File: config.mk
export PLATFORM = sky130hd
export DESIGN_NAME = vec_store_unit
export DESIGN_NICKNAME = d
export VERILOG_FILES = /design/src/rtl/vec_store_unit.sv
export SDC_FILE = /design/constraint.sdc
export NUM_CORES = 2
export LEC_CHECK = 0
export CAP_MARGIN = 20
export CORE_UTILIZATION = 45
export CTS_CLUSTER_DIAMETER = 50
export CTS_CLUSTER_SIZE = 10
export DETAILED_ROUTE_END_ITERATION = 8
export PLACE_DENSITY = 0.78
export SETUP_SLACK_MARGIN = 0.15
export SYNTH_ARGS = -nofsm -noshare
export SYNTH_HDL_FRONTEND = slang
export SYNTH_SLANG_ARGS = --single-unit
export TNS_END_PERCENT = 20
File: constraint.sdc
create_clock -name clk -period 23.5 [get_ports clk]
set_input_delay 4.7 -clock clk [delete_from_list [all_inputs] [get_ports clk]]
set_output_delay 4.7 -clock clk [all_outputs]
set_load 0.1 [all_outputs]
File: src/rtl/vec_store_unit.sv
// Vector store unit: latches a vector register group plus base/stride on a store
// instruction and streams one element per accepted memory beat to the write port.
module vec_store_unit #(
  parameter int XLEN  = 32,
  parameter int VLEN  = 512,
  parameter int VLMAX = 16,
  parameter int SEW   = 32,
  parameter int LMUL  = 1
) (
  input  logic                 clk,
  input  logic                 rst,
  input  logic [XLEN-1:0]      rs1_data,
  input  logic [XLEN-1:0]      rs2_data,
  input  logic [9:0]           vlmax,
  input  logic                 stride_sel,
  input  logic                 st_inst,
  input  logic                 mew,
  input  logic [2:0]           width,
  input  logic [VLEN*LMUL-1:0] vs3_data,
  output logic [XLEN-1:0]      lsu2mem_addr,
  output logic [SEW-1:0]       lsu2mem_data,
  output logic [SEW/8-1:0]     lsu2mem_wstrb,
  output logic                 lsu2mem_wen,
  input  logic                 mem2lsu_ready,
  output logic                 is_stored,
  output logic                 st_illegal
);

  localparam int NSLOT = (VLEN * LMUL) / SEW;
  localparam int IDXW  = (NSLOT > 1) ? $clog2(NSLOT) : 1;
  localparam int NBYTE = SEW / 8;

  localparam logic [1:0] S_IDLE  = 2'd0;
  localparam logic [1:0] S_STORE = 2'd1;
  localparam logic [1:0] S_DONE  = 2'd2;

  logic [1:0]           r_state;
  logic [XLEN-1:0]      r_addr;
  logic [XLEN-1:0]      r_stride;
  logic [2:0]           r_eb;
  logic [9:0]           r_cnt;
  logic [9:0]           r_idx;
  logic [VLEN*LMUL-1:0] r_vdata;
  logic                 r_illegal;

  logic [2:0]      w_eb;
  logic            w_legal;
  logic [9:0]      w_n;
  logic [XLEN-1:0] w_stride;
  logic            w_wen;
  logic [SEW-1:0]  w_slots [NSLOT];
  logic [SEW-1:0]  w_elem;
  logic [SEW-1:0]  w_data;
  logic [NBYTE-1:0] w_strb;

  always_comb begin
    w_eb    = 3'd0;
    w_legal = 1'b0;
    case (width)
      3'b000:  begin w_eb = 3'd1; w_legal = ~mew; end
      3'b101:  begin w_eb = 3'd2; w_legal = ~mew; end
      3'b110:  begin w_eb = 3'd4; w_legal = ~mew; end
      default: begin w_eb = 3'd0; w_legal = 1'b0; end
    endcase
  end

  assign w_n      = (vlmax > 10'(VLMAX)) ? 10'(VLMAX) : vlmax;
  assign w_stride = stride_sel ? XLEN'(w_eb) : rs2_data;
  assign w_wen    = (r_state == S_STORE);

  genvar gi;
  generate
    for (gi = 0; gi < NSLOT; gi++) begin : g_slot
      assign w_slots[gi] = r_vdata[gi*SEW +: SEW];
    end
  endgenerate

  assign w_elem = w_slots[r_idx[IDXW-1:0]];

  // Only the low eb bytes of the element go out; the rest are forced to zero.
  generate
    for (gi = 0; gi < NBYTE; gi++) begin : g_byte
      assign w_strb[gi]         = (32'(r_eb) > 32'(gi));
      assign w_data[gi*8 +: 8]  = w_strb[gi] ? w_elem[gi*8 +: 8] : 8'h00;
    end
  endgenerate

  // Address advances by the stride per accepted beat, which equals base + idx*stride mod 2^XLEN.
  always_ff @(posedge clk or posedge rst) begin
    if (rst) begin
      r_state   <= S_IDLE;
      r_addr    <= '0;
      r_stride  <= '0;
      r_eb      <= '0;
      r_cnt     <= '0;
      r_idx     <= '0;
      r_vdata   <= '0;
      r_illegal <= 1'b0;
    end else begin
      r_illegal <= 1'b0;
      case (r_state)
        S_IDLE: begin
          if (st_inst) begin
            if (w_legal) begin
              r_addr   <= rs1_data;
              r_stride <= w_stride;
              r_eb     <= w_eb;
              r_cnt    <= w_n;
              r_idx    <= '0;
              r_vdata  <= vs3_data;
              r_state  <= (w_n != 10'd0) ? S_STORE : S_DONE;
            end else begin
              r_illegal <= 1'b1;
            end
          end
        end
        S_STORE: begin
          if (mem2lsu_ready) begin
            r_idx  <= r_idx + 10'd1;
            r_addr <= r_addr + r_stride;
            if (r_idx == r_cnt - 10'd1) begin
              r_state <= S_DONE;
            end
          end
        end
        S_DONE: begin
          r_state <= S_IDLE;
        end
        default: begin
          r_state <= S_IDLE;
        end
      endcase
    end
  end

  assign lsu2mem_wen   = w_wen;
  assign lsu2mem_addr  = w_wen ? r_addr : '0;
  assign lsu2mem_data  = w_wen ? w_data : '0;
  assign lsu2mem_wstrb = w_wen ? w_strb : '0;
  assign is_stored     = (r_state == S_DONE);
  assign st_illegal    = r_illegal;

endmodule

==> impl_metrics.py <==
metrics = {
    "timing": {
        "timing_worst_slew_pin_value_ns": 1.170,
        "finalHoldViolations": 0,
        "clock_period_minus_worst_slack_ns": 9.495,
        "finClkSkew_ns": 0.01636,
        "grt_setup_unrepaired": "false",
        "slew_headroom_pct": 21.77,
        "final-setup-viol-count": 0,
        "count_of_pins_over_their_slew_limit": 0,
        "post_route_setup_tns_ns": 0,
        "layout_worst_path_cycle_share_pct": 40.40,
        "fmax_mhz": 105.3,
    },
    "placement": {
        "dpl_cell_area_sq_um": 36440,
        "numPortBuffers": 665,
        "dp_hpwl_um": 74520,
        "gp_routability_congestion": 0.9264,
    },
    "synth": {
        "synth-async-reset-ratio_pct": 100.0,
        "postSynthCellCount": 3138,
        "synth.lib_cells_used.distinct": 62,
        "largest_area_contributor_in_the_netlist": "sky130_fd_sc_hd__dfrtp_1",
        "ys.flop_type": "sky130_fd_sc_hd__dfrtp_1",
        "seq_area_frac_synth_pct": 51.65,
        "yosys.cell_count.top_type": "sky130_fd_sc_hd__nand2_1",
        "synth.ff_latch_count": 602,
        "synth_area_per_cell_sq_um": 9.295,
        "post_synth_instance_area_sq_um": 29170,
        "synth_top_area_share_pct": 51.65,
        "synth_commonest_cells": "1653 x sky130_fd_sc_hd__nand2_1, 602 x sky130_fd_sc_hd__dfrtp_1, 177 x sky130_fd_sc_hd__clkbuf_1",
        "count_of_flip_flops_with_a_built_in_enable_after_synthesis": 0,
        "synth_fp_nets": 3767,
        "yosysWarningCount": 0,
        "synth_top_cells_by_area": "sky130_fd_sc_hd__dfrtp_1 52%, sky130_fd_sc_hd__nand2_1 21%, sky130_fd_sc_hd__mux4_2 12%",
    },
    "global_routing": {
        "grt.overflow.total": 0,
        "grt_max_degree": 210,
        "grt_first_pass_wirelength_um": 154900,
        "grt_antenna_before_repair": 49,
        "grt_pass1_vias": 25230,
        "grt_use_total_pct": 31.27,
    },
    "critical_path": {
        "worstSetupEndpointType": "output pin",
        "critical-path-top-cell-by-count": "sky130_fd_sc_hd__mux4_2",
        "critPathSlowestCell": "sky130_fd_sc_hd__clkdlybuf4s50_1",
        "worst_ep_required_time_ns": 18.80,
        "crit_fanout": 51,
        "setup.worst_path.class": "register to output pin",
        "critical_path.startpoint_type": "register",
        "worstReg2RegStart": "r_state[0]",
        "cp_slowest_stage_delay_ns": 1.02,
        "worstPathArrival_ns": 4.79,
        "cp-startpoint": "r_idx[0]",
        "crit_path_cell_trace": "buf_4, mux4_2, mux4_2, nor2b_1, clkdlybuf4s50_1",
    },
    "pwr": {
        "power-per-cell-area_nw_per_um2": 124.2,
        "total_power_mw": 4.847,
        "power.ir.vdd_worst_v": 0.00005471,
        "total_leakage_power_nw": 18.52,
    },
    "route": {
        "routed_wire_length_per_instance_um": 22.27,
        "routed_wl_um": 103400,
        "drtAntennaViolNets": 0,
        "num_vias": 25320,
        "first_iter_violations": 2478,
        "dr.pass1.iters": 7,
        "remaining_drc_errors": 0,
        "viasPerCell": 5.455,
    },
    "floorplan": {
        "initial_core_util_pct": 45.90,
        "die_height_um": 256.6,
        "die-area_sq_um": 65840,
        "placement_rows": 92,
        "coreArea_sq_um": 63540,
        "io-pin-count": 666,
        "die_x_um": 256.6,
    },
    "clock_tree": {
        "clock_sink_count": 602,
        "cts_root_buf": "sky130_fd_sc_hd__clkbuf_16",
        "htree_num_levels": 3,
        "ctsHoldBuffers": 0,
        "tritoncts": "built",
        "postCtsResizedCells": 0,
        "insertion_delay_ns": 0.61,
        "path_clk_slew_ns": 0.06,
        "post_cts.repair.setup_buffers": 0,
        "cts.path.max_buffers": 3,
        "numCtsBuffers": 79,
    },
    "layout": {
        "area.growth.synth_to_final_pct": 33.77,
        "num-fill-cells": 5219,
        "nNetsFinal": 4351,
        "layout-drive-gt1-share_pct": 8.517,
        "post_layout_instance_area_sq_um": 39010,
    },
    "outcome": {
        "outcome": "completed",
    },
    "hold_path": {
        "hold_class": "register to register",
        "worst_hold_startpoint": "r_stride[25]",
    },
    "job": {
        "cap_viol_max_count": 0,
    },
}
-- layout make-up --
class                           count  area (sq um)  share of cell area, %
Sequential cell                   602         15080                  38.64
Multi-Input combinational cell   2319         13300                  34.08
Timing Repair Buffer              695          6963                  17.85
Clock buffer                       95          2130                  5.458
Tap cell                          846          1059                  2.713
Clock inverter                     21         291.5                 0.7472
Inverter                           25         101.3                 0.2598
Antenna cell                       39         97.59                 0.2501
-- power breakdown --
group	switching [mW]	internal, mW	leakage (nW)
clock network	0.460	0.686	1.18
registers	0.349	1.50	7.54
logic	1.04	0.811	9.80
-- per-stage QoR --
stage / hold slack (ns) / setup WS [ns] / std cells / utilization (%)
after CTS: 0.4710 / 13.89 / 4601 / 61.16
after global routing: 0.4853 / 13.74 / 4634 / 61.37
final: 0.4667 / 14.01 / 4642 / 61.40
after global placement: 0.4515 / 14.55 / 4484 / 57.33
after floorplan: 0.4403 / 1.948 / 3138 / -
after detailed placement: 0.4570 / 14.52 / 4485 / 57.35
-- layer usage --
layer / part of all wire, % / routed length (um) / global-route usage [%]
met5: 0.14 / 146 / 0
met4: 3.6 / 3681 / 13.29
met3: 9.8 / 10090 / 8.027
met2: 46 / 47500 / 47.43
met1: 41 / 41940 / 42.68
-- critical path: cells and delay by family, from the launching register on --
family	cells	cell delay [ns]
buffers and inverters	2	1.87
DFF	1	0.88
and+or+nand+nor	1	0.18
muxes	2	1.14
-- sequential cells by signal, indices dropped and copies added (netlist names) --
register	flops
r_eb	3
r_state	2
st_illegal	1
r_vdata	512
r_cnt	10
r_stride	32
r_idx	10
r_addr	32
-- worst paths after layout --
path | to | slack, ns | depth (start not counted)
hold / removal | r_stride[25] | 0.47 | 2
min in group asynchronous | st_illegal | 4.58 | 2
setup reg to reg | r_vdata[244] | 19.50 | 8
setup / recovery | lsu2mem_data[21] | 14.01 | 5
hold reg to reg | r_stride[25] | 0.47 | 2
max in group asynchronous | r_vdata[390] | 16.09 | 5
-- cells by family (layout without fill, tap and decap cells) --
kind of cell	count (synthesis)	after routing	synth area share [%]
mux	169	169	12.69
compound gates	189	189	4.226
other cells	0	39	0
xor+xnor	40	40	1.201
fa+ha+maj	34	34	1.484
buf+inv	217	836	2.818
simple gates	1887	1887	25.94
flops	602	602	51.65
-- placed cells by master (no fill, tap or decap), types with 5 or more instances in the layout --
cell | Yosys | final
sky130_fd_sc_hd__nand2_1 | 1653 | 1652
sky130_fd_sc_hd__clkdlybuf4s50_1 | 0 | 665
sky130_fd_sc_hd__dfrtp_1 | 602 | 598
sky130_fd_sc_hd__mux4_2 | 160 | 160
sky130_fd_sc_hd__clkbuf_16 | 0 | 81
sky130_fd_sc_hd__a21oi_1 | 52 | 51
sky130_fd_sc_hd__nor2_1 | 49 | 49
sky130_fd_sc_hd__nor2b_1 | 47 | 47
sky130_fd_sc_hd__o21ai_0 | 41 | 41
sky130_fd_sc_hd__diode_2 | 0 | 39
sky130_fd_sc_hd__and2_1 | 34 | 34
sky130_fd_sc_hd__ha_1 | 33 | 33
sky130_fd_sc_hd__nand3b_1 | 32 | 32
sky130_fd_sc_hd__inv_1 | 25 | 24
sky130_fd_sc_hd__xor2_1 | 24 | 24
sky130_fd_sc_hd__buf_4 | 0 | 24
sky130_fd_sc_hd__a21o_1 | 20 | 20
sky130_fd_sc_hd__nand3_1 | 16 | 16
sky130_fd_sc_hd__xnor2_1 | 16 | 16
sky130_fd_sc_hd__nor3_1 | 13 | 13
sky130_fd_sc_hd__o22ai_1 | 11 | 11
sky130_fd_sc_hd__nand4_1 | 10 | 10
sky130_fd_sc_hd__o21ai_1 | 9 | 9
sky130_fd_sc_hd__clkbuf_1 | 177 | 9
sky130_fd_sc_hd__nand2b_1 | 7 | 7
sky130_fd_sc_hd__or3_1 | 7 | 7
sky130_fd_sc_hd__a31oi_1 | 7 | 7
sky130_fd_sc_hd__a211oi_1 | 6 | 6
sky130_fd_sc_hd__a221oi_1 | 6 | 6
sky130_fd_sc_hd__inv_6 | 0 | 6
sky130_fd_sc_hd__and3_1 | 6 | 5
sky130_fd_sc_hd__clkbuf_8 | 0 | 5
No activity file was read; power rests on OpenSTA's default activity.
